==> config.mk <==
export PLATFORM = sky130hd
export DESIGN_NAME = updown_mod_counter
export DESIGN_NICKNAME = d
export VERILOG_FILES = /design/src/rtl/updown_mod_counter.sv
export SDC_FILE = /design/constraint.sdc
export NUM_CORES = 1
export LEC_CHECK = 0
export ABC_AREA = 1
export BUFFER_PORTS_ARGS = -buffer_cell sky130_fd_sc_hd__clkbuf_2
export CAP_MARGIN = 25
export CORE_UTILIZATION = 33
export DETAILED_ROUTE_END_ITERATION = 8
export HOLD_SLACK_MARGIN = 0.06
export REMOVE_ABC_BUFFERS = 1
export SLEW_MARGIN = 25
export SYNTH_ARGS = -nofsm -noshare
export SYNTH_HDL_FRONTEND = slang
export SYNTH_SLANG_ARGS = --single-unit
export TNS_END_PERCENT = 10
==> constraint.sdc <==
create_clock -name clk -period 1.9 [get_ports clk]
set_input_delay 0.095 -clock clk [delete_from_list [all_inputs] [get_ports clk]]
set_output_delay 0.095 -clock clk [all_outputs]
set_load 0.01 [all_outputs]
==> src/rtl/updown_mod_counter.sv <==
// Up/down modulo-MODULUS counter with synchronous load, wrap pulse and sticky overflow flag.
// Define COUNTER_SATURATE_EN to hold at the boundary instead of wrapping around.
module updown_mod_counter #(
    parameter int WIDTH     = 5,
    parameter int MODULUS   = 32,
    parameter int RESET_VAL = 0
) (
    input  logic             clk,
    input  logic             reset,
    input  logic             en,
    input  logic             up,
    input  logic             load,
    input  logic [WIDTH-1:0] load_val,
    output logic [WIDTH-1:0] q,
    output logic             wrap,
    output logic             ovf
);

    localparam logic [WIDTH-1:0] MAX_VAL = WIDTH'(MODULUS - 1);
    localparam logic [WIDTH-1:0] RST_VAL = WIDTH'(RESET_VAL);
    localparam logic [WIDTH-1:0] ONE     = WIDTH'(1);

    logic [WIDTH-1:0] q_q, q_d;
    logic             wrap_q, wrap_d;
    logic             ovf_q, ovf_d;
    logic             at_top, at_bottom;

    assign at_top    = (q_q == MAX_VAL);
    assign at_bottom = (q_q == '0);

    always_comb begin
        q_d    = q_q;
        wrap_d = 1'b0;
        ovf_d  = ovf_q;
        if (load) begin
            // Out-of-range load values clamp to the top count state.
            q_d   = (load_val > MAX_VAL) ? MAX_VAL : load_val;
            ovf_d = 1'b0;
        end else if (en) begin
            if ((up && at_top) || (!up && at_bottom)) begin
                wrap_d = 1'b1;
                ovf_d  = 1'b1;
`ifdef COUNTER_SATURATE_EN
                q_d    = q_q;
`else
                q_d    = up ? '0 : MAX_VAL;
`endif
            end else if (up) begin
                q_d = q_q + ONE;
            end else begin
                q_d = q_q - ONE;
            end
        end
    end

    always_ff @(posedge clk) begin
        if (reset) begin
            q_q    <= RST_VAL;
            wrap_q <= 1'b0;
            ovf_q  <= 1'b0;
        end else begin
            q_q    <= q_d;
            wrap_q <= wrap_d;
            ovf_q  <= ovf_d;
        end
    end

    assign q    = q_q;
    assign wrap = wrap_q;
    assign ovf  = ovf_q;

endmodule

==> results.py, run 1 <==
metrics = {
    "finish": {
        "post-route-cell-area_um2": 700.7,
        "final_nets": 132,
        "layout.cells.non_filler": 133,
        "drive_gt1_share_pct": 23.93,
        "post-route-util_pct": 44.94,
        "area_overhead_vs_synth_pct": 24.17,
        "count_of_antenna_diodes_in_the_layout": 0,
    },
    "floorplanning": {
        "i_o_pin_count": 17,
        "starting_density_of_the_core_pct": 36.20,
        "die_x_um": 43.35,
        "floorplan.die_area_um2": 1879,
        "floorplan.core_area_um2": 1559,
        "fp.dieH_um": 43.35,
        "floorplan.rows": 14,
    },
    "cts": {
        "tritoncts_clock_tree": "done",
        "cts_buffers": 3,
        "clock_h_tree_levels": 1,
        "postCtsSetupBuffers": 0,
        "clock_transition_time_at_the_flip_flop_clock_pins_of_the_worst_setup_and_hold_paths_ns": 0.05,
        "cts_root_buf": "clkbuf_4",
        "clock_path_buffers": 2,
        "numClockSinks": 7,
        "worstSkewPairLatency_ns": 0.25,
        "cts_resized": 0,
    },
    "synthesis": {
        "yosysMostFrequentCell": "nand2_1",
        "synth.yosys.seq_area_share_pct": 24.83,
        "syn_area_per_cell_um2": 5.878,
        "synth_area_in_xor_xnor_pct": 1.552,
        "synth_adder_area_share_pct": 10.20,
        "synth-compound-area-share_pct": 10.42,
        "yosys-top-cells-count": "nand2_1 (31), inv_1 (15), nor2_1 (14), dfxtp_1 (7), a21oi_1 (6)",
        "netlist_instances": 96,
        "synth_async_sr_flop_share_pct": 0,
        "synth_cell_types": 16,
        "post_synth_instance_area_um2": 564.3,
        "post_synth_main_area_contributors": "dfxtp_1 (25%), nand2_1 (21%), inv_1 (10%)",
        "synth.mux.area_fraction_pct": 0,
        "synth_top_flop_cell": "dfxtp_1",
        "post_synth_simple_gate_area_pct": 41.02,
        "post-synth-top-area-fraction_pct": 24.83,
        "largest_family_of_logic_cells_by_synthesized_area": "simple AND/OR/NAND/NOR gates",
        "biggest_area_consumer_among_synthesized_cells": "dfxtp_1",
        "synth_enable_flop_cells": 0,
        "ys_ff_latch": 7,
        "ys.warnings.count": 0,
    },
    "placement": {
        "dpl.hpwl_mm": 1.040,
        "place_congestion": 0.8439,
        "place_ws_ns": 0.3407,
        "placedInstanceArea_um2": 664.4,
        "port_buffers": 16,
        "cell_count_after_placement": 128,
    },
    "routing": {
        "count_of_tritonroute_iterations_in_the_first_routing_pass": 6,
        "drcViolationCount": 2,
        "drt-wirelength-per-cell_um": 9.316,
        "avgViaCountPerCell": 4.579,
        "initialDrtViolationCount": 14,
        "ant_nets": 0,
        "routed_wl_mm": 1.239,
        "dr_total_vias": 609,
    },
    "global_routing": {
        "global_route_wire_length_before_repair_mm": 2.387,
        "gr-usage-met1_pct": 25.45,
        "grt_antenna_before_repair": 0,
        "first_global_vias": 590,
        "globalRoute.totalOverflow": 0,
        "largest_net_degree_at_the_start_of_global_routing": 9,
        "tot_gr_track_use_pct": 17.33,
        "top_usage_layer": "met1",
        "grt.met3_usage_pct": 3.750,
        "global_routing_usage_on_met2_pct": 23.33,
    },
    "hold_path": {
        "min_path_cells": 3,
        "worstHoldPathType": "in -> reg",
    },
    "run": {
        "drv.max_cap_violation_count": 0,
    },
    "status": {
        "status": "complete, but fails checks",
        "failed_checks": "design-rule violations",
    },
    "power": {
        "total_leakage_power_nw": 0.4026,
        "peakVddDrop_mv": 0.3962,
        "p_per_area_nw_per_um2": 671.1,
        "power_mw": 0.4703,
    },
    "timing": {
        "timing.final.hold_violations": 0,
        "maxSlewHeadroom_pct": 76.51,
        "final_max_slew_viol_count": 0,
        "fin_tns_setup_ns": 0,
        "rsz0062_at_grt": "false",
        "timing.fmax_ghz": 0.6379,
        "worst_clock_skew_ns": 0.002099,
        "tightestPinTransition_ns": 0.3519,
        "layout_setup_ws_ns": 0.3325,
        "final.period_utilization_pct": 82.50,
        "crit_path_time_final_ns": 1.568,
        "whs_ns": 0.1411,
        "setup_viol": 0,
    },
    "worst_setup_path": {
        "path_class": "reg -> reg",
        "reg2reg_setup_slack_ns": 0.33,
        "worstPathArrival_ns": 1.75,
        "worstPathCellList": "inv_1, fa_1, inv_1, nand3_1, nand2_1, nand2_1, nand2_1, nand2_1, nand2_1, nand2_1, a21oi_1",
        "worst_setup_path_end_kind": "flop",
        "worst_path_max_delay_cell": "fa_1",
        "required_ns": 2.09,
        "cp-start-kind": "flop",
        "cp_max_fanout": 6,
        "timing.critical_path.slowest_cell_delay_ns": 0.45,
        "reg2regPathDepth": 11,
        "crit_path_frequent_cell": "nand2_1",
    },
}
==> logic make-up after synthesis <==
| kind of cell | Yosys count |
|---|---|
| compound gates | 10 |
| xor+xnor | 1 |
| fa+ha+maj | 4 |
| buf+inv | 18 |
| flops | 7 |
| simple gates | 56 |
==> where the power goes <==
group | internal (mW) | switching, mW
Combinational | 0.0667 | 0.0945
Clock | 0.0801 | 0.0548
Sequential | 0.158 | 0.0158
Total | 0.305 | 0.165
==> state kept, by name, summed over array words and instances, names as in the netlist <==
signal  flops
wrap        1
ovf         1
q           5
==> worst paths after layout <==
kind	start	to
worst max-delay path	q[0]	q[4]
worst max register to register	q[0]	q[4]
worst min-delay path	en	wrap
worst min register to register	ovf	ovf
==> what timing repair did <==
action / in CTS / in global routing
endpoints found under the setup margin: 0 / 0
hold endpoints to repair: 3 / 0
hold buffers: 1 / 0
==> cell type report <==
cell class / instances / area (µm²)
Fill cell: 179 / 858.3
Sequential cell: 7 / 140.1
Clock buffer: 4 / 26.28
Timing Repair Buffer: 17 / 90.09
Inverter: 18 / 67.56
Tap cell: 16 / 20.02
Multi-Input combinational cell: 71 / 356.6
==> cells in the final DEF, fill, tap and decap left out <==
| cell type | instances |
|---|---|
| a22oi_1 | 2 |
| nor2_2 | 1 |
| nor2_1 | 14 |
| nand2_2 | 4 |
| clkbuf_1 | 1 |
| xnor2_1 | 1 |
| dlygate4sd3_1 | 1 |
| inv_2 | 3 |
| nand4_1 | 1 |
| nand2_1 | 31 |
| ha_1 | 3 |
| a21oi_1 | 6 |
| dfxtp_1 | 7 |
| clkbuf_4 | 3 |
| fa_1 | 1 |
| inv_1 | 15 |
| o21ai_0 | 1 |
| clkbuf_2 | 16 |
| a21oi_2 | 1 |
| nand3_1 | 5 |
==> critical path: cells and delay by family (launching register included) <==
family	cells	cell delay, ns
adder cells (fa/ha/maj)	1	0.45
flip-flops	1	0.41
AND/OR/NAND/NOR	7	0.35
buffers and inverters	2	0.18
AO/OA/AOI/OAI	1	0.10
==> routing by layer <==
metal / share of wire [%] / wire length, µm
met1: 51 / 632
met2: 40 / 498
met3: 6.1 / 76
met4: 2.5 / 31
met5: 0 / 0
(Power assumes the default switching activity.)
==> inputs of run 2 (changes only) <==
--- a/config.mk
+++ b/config.mk
@@ -5,7 +5,7 @@
 export SDC_FILE = /design/constraint.sdc
 export NUM_CORES = 1
 export LEC_CHECK = 0
-export ABC_AREA = 1
+export ABC_AREA = 0
 export BUFFER_PORTS_ARGS = -buffer_cell sky130_fd_sc_hd__clkbuf_2
 export CAP_MARGIN = 25
 export CORE_UTILIZATION = 33
==> constraint.sdc (replaced) <==
create_clock -name clk -period 1.38 [get_ports clk]
set_input_delay 0.069 -clock clk [delete_from_list [all_inputs] [get_ports clk]]
set_output_delay 0.069 -clock clk [all_outputs]
set_load 0.01 [all_outputs]
==> run 2 against run 1 <==
The flow finishes with violations (negative setup slack). Count of clock-buffer cells in the layout did not move. Maximum frequency fell by 11%. Via count rose by 8.2%.
==> results.py, run 2 <==
metrics = {
    "finish": {
        "fill_cells": 150,
        "drive_gt1_share_pct": 52.25,
        "area_overhead_vs_synth_pct": 57.72,
        "mostFrequentLayoutCell": "buf_4",
        "seqCellArea_um2": 142.6,
        "final_nets": 126,
        "largest_register_ff_count": 5,
        "layout_common_cells": "buf_4 (22), clkbuf_2 (16), nor2_1 (9)",
        "count_of_antenna_diodes_in_the_layout": 0,
        "post-route-util_pct": 57.22,
        "multi_input_area_um2": 412.9,
    },
    "synthesis": {
        "yosysMostFrequentCell": "nor2_1",
        "ys_ff_latch": 7,
        "post-synth-top-area-fraction_pct": 25.06,
        "synth_cell_types": 35,
        "post_synth_main_area_contributors": "dfxtp_1 (25%), ha_1 (6.7%), nor2_1 (6.7%)",
        "synth_enable_flop_cells": 0,
        "ys.warnings.count": 0,
        "biggest_area_consumer_among_synthesized_cells": "dfxtp_1",
        "post_synth_instance_area_um2": 559.3,
        "syn_area_per_cell_um2": 7.990,
        "synth.yosys.seq_area_share_pct": 25.06,
        "synth_async_sr_flop_share_pct": 0,
        "synth_top_flop_cell": "dfxtp_1",
        "yosys-top-cells-count": "nor2_1 (10), dfxtp_1 (7), a21oi_1 (6), inv_1 (4), nand2_1 (4)",
        "netlist_instances": 70,
    },
    "routing": {
        "avgViaCountPerCell": 5.189,
        "initialDrtViolationCount": 12,
        "dr_total_vias": 659,
        "ant_nets": 0,
        "drcViolationCount": 0,
        "routed_wl_mm": 1.492,
        "count_of_tritonroute_iterations_in_the_first_routing_pass": 4,
        "drt-wirelength-per-cell_um": 11.75,
    },
    "worst_setup_path": {
        "cp_max_fanout": 3,
        "worstPathArrival_ns": 1.89,
        "worst_setup_path_end_kind": "flop",
        "reg2reg_setup_slack_ns": -0.38,
        "required_ns": 1.50,
        "worst_path_max_delay_cell": "or4_1",
        "timing.critical_path.max_delay_family": "simple AND/OR/NAND/NOR gates",
        "cp-start-kind": "flop",
        "path_buf_inv": 1,
        "worstPathCellList": "inv_2, fa_2, nand2b_4, o2bb2ai_2, mux2_2, or4_1",
        "path_class": "reg -> reg",
        "timing.critical_path.slowest_cell_delay_ns": 0.39,
    },
    "placement": {
        "port_buffers": 16,
        "dpl.hpwl_mm": 1.171,
        "place_congestion": 0.8487,
        "place_ws_ns": -0.4875,
    },
    "cts": {
        "cts_root_buf": "clkbuf_4",
        "postCtsSetupBuffers": 0,
        "numClockSinks": 7,
        "clock_transition_time_at_the_flip_flop_clock_pins_of_the_worst_setup_and_hold_paths_ns": 0.06,
        "worstSkewPairLatency_ns": 0.25,
        "tritoncts_clock_tree": "done",
        "cts_buffers": 3,
        "clock_path_buffers": 2,
        "clock_h_tree_levels": 1,
    },
    "timing": {
        "layout_setup_ws_ns": -0.3827,
        "rsz0062_at_grt": "true",
        "final.period_utilization_pct": 127.7,
        "tightestPinTransition_ns": 0.2546,
        "timing.fmax_ghz": 0.5673,
        "crit_path_time_final_ns": 1.763,
        "timing.final.hold_violations": 0,
        "fin_tns_setup_ns": -1.371,
        "final_max_slew_viol_count": 0,
        "worst_clock_skew_ns": 0.001869,
        "whs_ns": 0.05910,
        "maxSlewHeadroom_pct": 82.99,
        "setup_viol": 6,
    },
    "global_routing": {
        "first_global_vias": 568,
        "global_route_wire_length_before_repair_mm": 2.553,
        "largest_net_degree_at_the_start_of_global_routing": 7,
        "tot_gr_track_use_pct": 17.88,
        "globalRoute.totalOverflow": 0,
        "grt_antenna_before_repair": 0,
    },
    "status": {
        "failed_checks": "negative setup slack",
        "status": "complete, but fails checks",
    },
    "power": {
        "total_leakage_power_nw": 0.4368,
        "peakVddDrop_mv": 0.4747,
        "p_per_area_nw_per_um2": 812.7,
    },
    "hold_path": {
        "worstHoldPathType": "in -> reg",
    },
    "floorplanning": {
        "die_x_um": 43.17,
        "floorplan.die_area_um2": 1864,
        "fp.dieH_um": 43.17,
        "starting_density_of_the_core_pct": 36.28,
        "floorplan.rows": 14,
        "i_o_pin_count": 17,
        "floorplan.core_area_um2": 1541,
    },
    "run": {
        "drv.max_cap_violation_count": 0,
    },
}
-- run 2: worst paths after layout --
kind | to | from | depth (start not counted)
hold reg to reg | ovf | ovf | 2
setup reg to reg | q[4] | q[1] | 6
setup / recovery | q[4] | q[1] | 6
hold / removal | q[0] | load_val[0] | 3
-- run 2: layout make-up --
class / count / area share [%]
Timing Repair Buffer: 40 / 30.07
Sequential cell: 7 / 16.17
Tap cell: 16 / 2.270
Clock buffer: 4 / 2.979
Inverter: 4 / 1.702
Multi-Input combinational cell: 56 / 46.81
-- run 2: layer usage --
layer	share of wire (%)	wire length, µm	up-vias	GRT usage (%)
met4	0.74	11	0	3.636
met3	4.1	61	2	5.106
met2	45	664	13	27.46
met5	0	0	-	0
met1	51	755	308	24.81
li1	-	-	336	-
-- run 2: metrics by stage --
| step | cell area [µm²] | std cells | total power [mW] |
|---|---|---|---|
| 4_1_cts | 877.1 | 127 | 0.7196 |
| 3_3_place_gp | 810.8 | 121 | 0.5030 |
| 6_report | 882.1 | 127 | 0.7169 |
| 3_5_place_dp | 810.8 | 121 | 0.5071 |
| 2_1_floorplan | 545.5 | 67 | 0.3689 |
| 5_1_grt | 882.1 | 127 | 0.7671 |
-- run 2: logic make-up (layout without fill, tap and decap cells) --
logic type | after synthesis | in the layout | synth area share (%)
compound gates | 18 | 18 | 22.15
mux | 2 | 2 | 3.803
fa+ha+maj | 4 | 4 | 10.29
simple gates | 30 | 30 | 30.43
xor+xnor | 2 | 2 | 3.133
flops | 7 | 7 | 25.06
buf+inv | 7 | 48 | 5.144
-- run 2: what timing repair did --
action / CTS / global route
gates cloned: 0 / 0
hold buffers: 2 / 0
endpoints found under the setup margin: 6 / 6
pin swaps: 6 / 3
resized for setup: 6 / 3
hold endpoints to repair: 2 / 0
-- run 2: power breakdown --
group	total [mW]	switching, mW	internal (mW)
Combinational	0.296	0.130	0.166
Clock	0.191	0.0804	0.111
Sequential	0.229	0.0110	0.218
-- run 2: worst reg2reg max path, stage by stage, from the launching register on --
cell and delay (ns):
dfxtp_2 0.33, inv_2 0.04, fa_2 0.35, nand2b_4 0.15, o2bb2ai_2 0.13, mux2_2 0.26
or4_1 0.39
==> inputs of run 3 (changes only) <==
--- a/config.mk
+++ b/config.mk
@@ -11,6 +11,7 @@
 export CORE_UTILIZATION = 33
 export DETAILED_ROUTE_END_ITERATION = 8
 export HOLD_SLACK_MARGIN = 0.06
+export PLACE_DENSITY_LB_ADDON = 0.25
 export REMOVE_ABC_BUFFERS = 1
 export SLEW_MARGIN = 25
 export SYNTH_ARGS = -nofsm -noshare
==> run 3 against run 2 <==
The run still ends with negative setup slack left. First-iteration DRC count up 17%. Global-route usage increased by 0.71 points. Clock skew increased by 0.0040 ns. Clock power decreased by 4%. Hold slack better by 0.069 ns. Critical path depth is the same. Count of clock-buffer cells in the layout did not move. Maximum frequency decreased by 1.2%. Cell count decreased by 1.6%. Utilization shrank 0.49 points. Design area shrank 0.85%. Critical endpoint unchanged. Largest cell class unchanged.
==> results.py, run 3 (synthesized netlist as in run 2, its figures left out) <==
metrics = {
    "status": {
        "status": "complete, but fails checks",
        "failed_checks": "negative setup slack",
    },
    "finish": {
        "multi_input_area_um2": 417.9,
        "drive_gt1_share_pct": 49.54,
        "mostFrequentLayoutCell": "buf_4",
        "post-route-util_pct": 56.74,
        "fill_cells": 145,
        "post-route-cell-area_um2": 874.6,
        "layout_common_cells": "buf_4 (19), clkbuf_2 (16), nor2_1 (9)",
        "seqCellArea_um2": 142.6,
        "area_overhead_vs_synth_pct": 56.38,
        "largest_register_ff_count": 5,
        "count_of_antenna_diodes_in_the_layout": 0,
        "final_nets": 124,
    },
    "placement": {
        "dpl.hpwl_mm": 1.140,
        "place_congestion": 0.7983,
        "placedInstanceArea_um2": 780.7,
        "port_buffers": 16,
    },
    "routing": {
        "initialDrtViolationCount": 14,
        "ant_nets": 0,
        "avgViaCountPerCell": 5.120,
        "drcViolationCount": 0,
        "drt-wirelength-per-cell_um": 12.89,
        "routed_wl_mm": 1.611,
        "dr_total_vias": 640,
        "count_of_tritonroute_iterations_in_the_first_routing_pass": 4,
    },
    "timing": {
        "whs_ns": 0.1282,
        "tightestPinTransition_ns": 0.2142,
        "crit_path_time_final_ns": 1.785,
        "final.period_utilization_pct": 129.3,
        "maxSlewHeadroom_pct": 85.31,
        "setup_viol": 6,
        "final_max_slew_viol_count": 0,
        "timing.fmax_ghz": 0.5602,
        "rsz0062_at_grt": "true",
        "fin_tns_setup_ns": -1.504,
        "layout_setup_ws_ns": -0.4049,
        "timing.final.hold_violations": 0,
        "worst_clock_skew_ns": 0.005912,
    },
    "floorplanning": {
        "fp.dieH_um": 43.17,
        "i_o_pin_count": 17,
        "floorplan.core_area_um2": 1541,
        "starting_density_of_the_core_pct": 36.28,
        "floorplan.die_area_um2": 1864,
        "die_x_um": 43.17,
        "floorplan.rows": 14,
    },
    "cts": {
        "clock_h_tree_levels": 1,
        "cts_root_buf": "clkbuf_4",
        "cts_buffers": 3,
        "clock_path_buffers": 2,
        "clock_transition_time_at_the_flip_flop_clock_pins_of_the_worst_setup_and_hold_paths_ns": 0.05,
        "tritoncts_clock_tree": "done",
        "numClockSinks": 7,
        "worstSkewPairLatency_ns": 0.25,
    },
    "power": {
        "cell_internal_power_dissipation_mw": 0.4944,
        "p_per_area_nw_per_um2": 818.5,
        "sw_frac_of_total_pct": 30.93,
        "total_leakage_power_nw": 0.4268,
        "seq_power_share_pct": 32.1,
        "peakVddDrop_mv": 0.4465,
        "pwr-share-clk_pct": 25.6,
        "comb_power_share_pct": 42.3,
        "power.switching_mw": 0.2215,
    },
    "worst_setup_path": {
        "reg2reg_from": "q[0]",
        "reg2regPathDepth": 6,
        "path_class": "reg -> reg",
        "required_ns": 1.51,
        "cp-startpoint": "q[0]",
        "worst_setup_path_end_kind": "flop",
        "cp-start-kind": "flop",
        "worstPathArrival_ns": 1.91,
        "cp_max_fanout": 3,
    },
    "global_routing": {
        "first_global_vias": 609,
        "tot_gr_track_use_pct": 18.59,
        "grt_antenna_before_repair": 0,
        "globalRoute.totalOverflow": 0,
        "largest_net_degree_at_the_start_of_global_routing": 12,
        "global_route_wire_length_before_repair_mm": 2.532,
    },
    "hold_path": {
        "worst_hold_startpoint": "en",
        "worstHoldPathType": "in -> reg",
        "min_path_cells": 3,
    },
    "run": {
        "drv.max_cap_violation_count": 0,
    },
}
run 3: changes by cell type in the layout (fill, tap and decap cells not counted), sizes merged:
cell	delta
buf	-3
dlygate4sd3	+1
run 3: area by class of cell:
class                      instances  area share (%)
clock buffer                       4           3.004
inverter                           4           1.717
multi-input combinational         56           47.78
sequential                         7           16.31
tap                               16           2.289
timing repair buffer              38           28.90
run 3: power groups by stage:
stage	combinational, mW	clock, mW	sequential, mW
after floorplan	0.123	0	0.246
after global placement	0.260	0	0.232
after detailed placement	0.263	0	0.232
after CTS	0.293	0.191	0.229
after global routing	0.331	0.203	0.232
final	0.303	0.184	0.230
run 3: repair_timing:
item / CTS / global route
hold buffers: 3 / 0
pin swaps: 8 / 1
gates resized for setup: 7 / 3
hold endpoints to repair: 3 / 0
setup buffers: 1 / 0
setup endpoints to repair: 6 / 6
run 3: final timing paths:
path / slack [ns] / end
hold reg to reg: 0.45 / ovf
setup / recovery: -0.40 / q[4]
setup reg to reg: -0.40 / q[4]
hold / removal: 0.13 / q[3]
run 3: layer usage:
| layer | share of wire, % | vias up | track usage [%] |
|---|---|---|---|
| li1 | - | 334 | - |
| met1 | 45 | 292 | 22.28 |
| met2 | 50 | 12 | 31.64 |
| met3 | 4.2 | 2 | 5.106 |
| met4 | 0.81 | 0 | 6.061 |
| met5 | 0 | - | 0 |
run 3: critical path: stages, from the launching register on:
cell	delay, ns
dfxtp_2	0.32
inv_1	0.05
fa_2	0.36
nand2b_4	0.15
o2bb2ai_2	0.14
mux2_2	0.27
or4_1	0.38
run 3: per-stage QoR:
step	total power, mW	setup slack, ns	instances
after floorplan	0.3689	-0.6023	67
after global placement	0.4921	-0.4654	117
after detailed placement	0.4949	-0.4980	117
after CTS	0.7124	-0.3877	125
after global routing	0.7661	-0.4406	125
final	0.7159	-0.4049	125
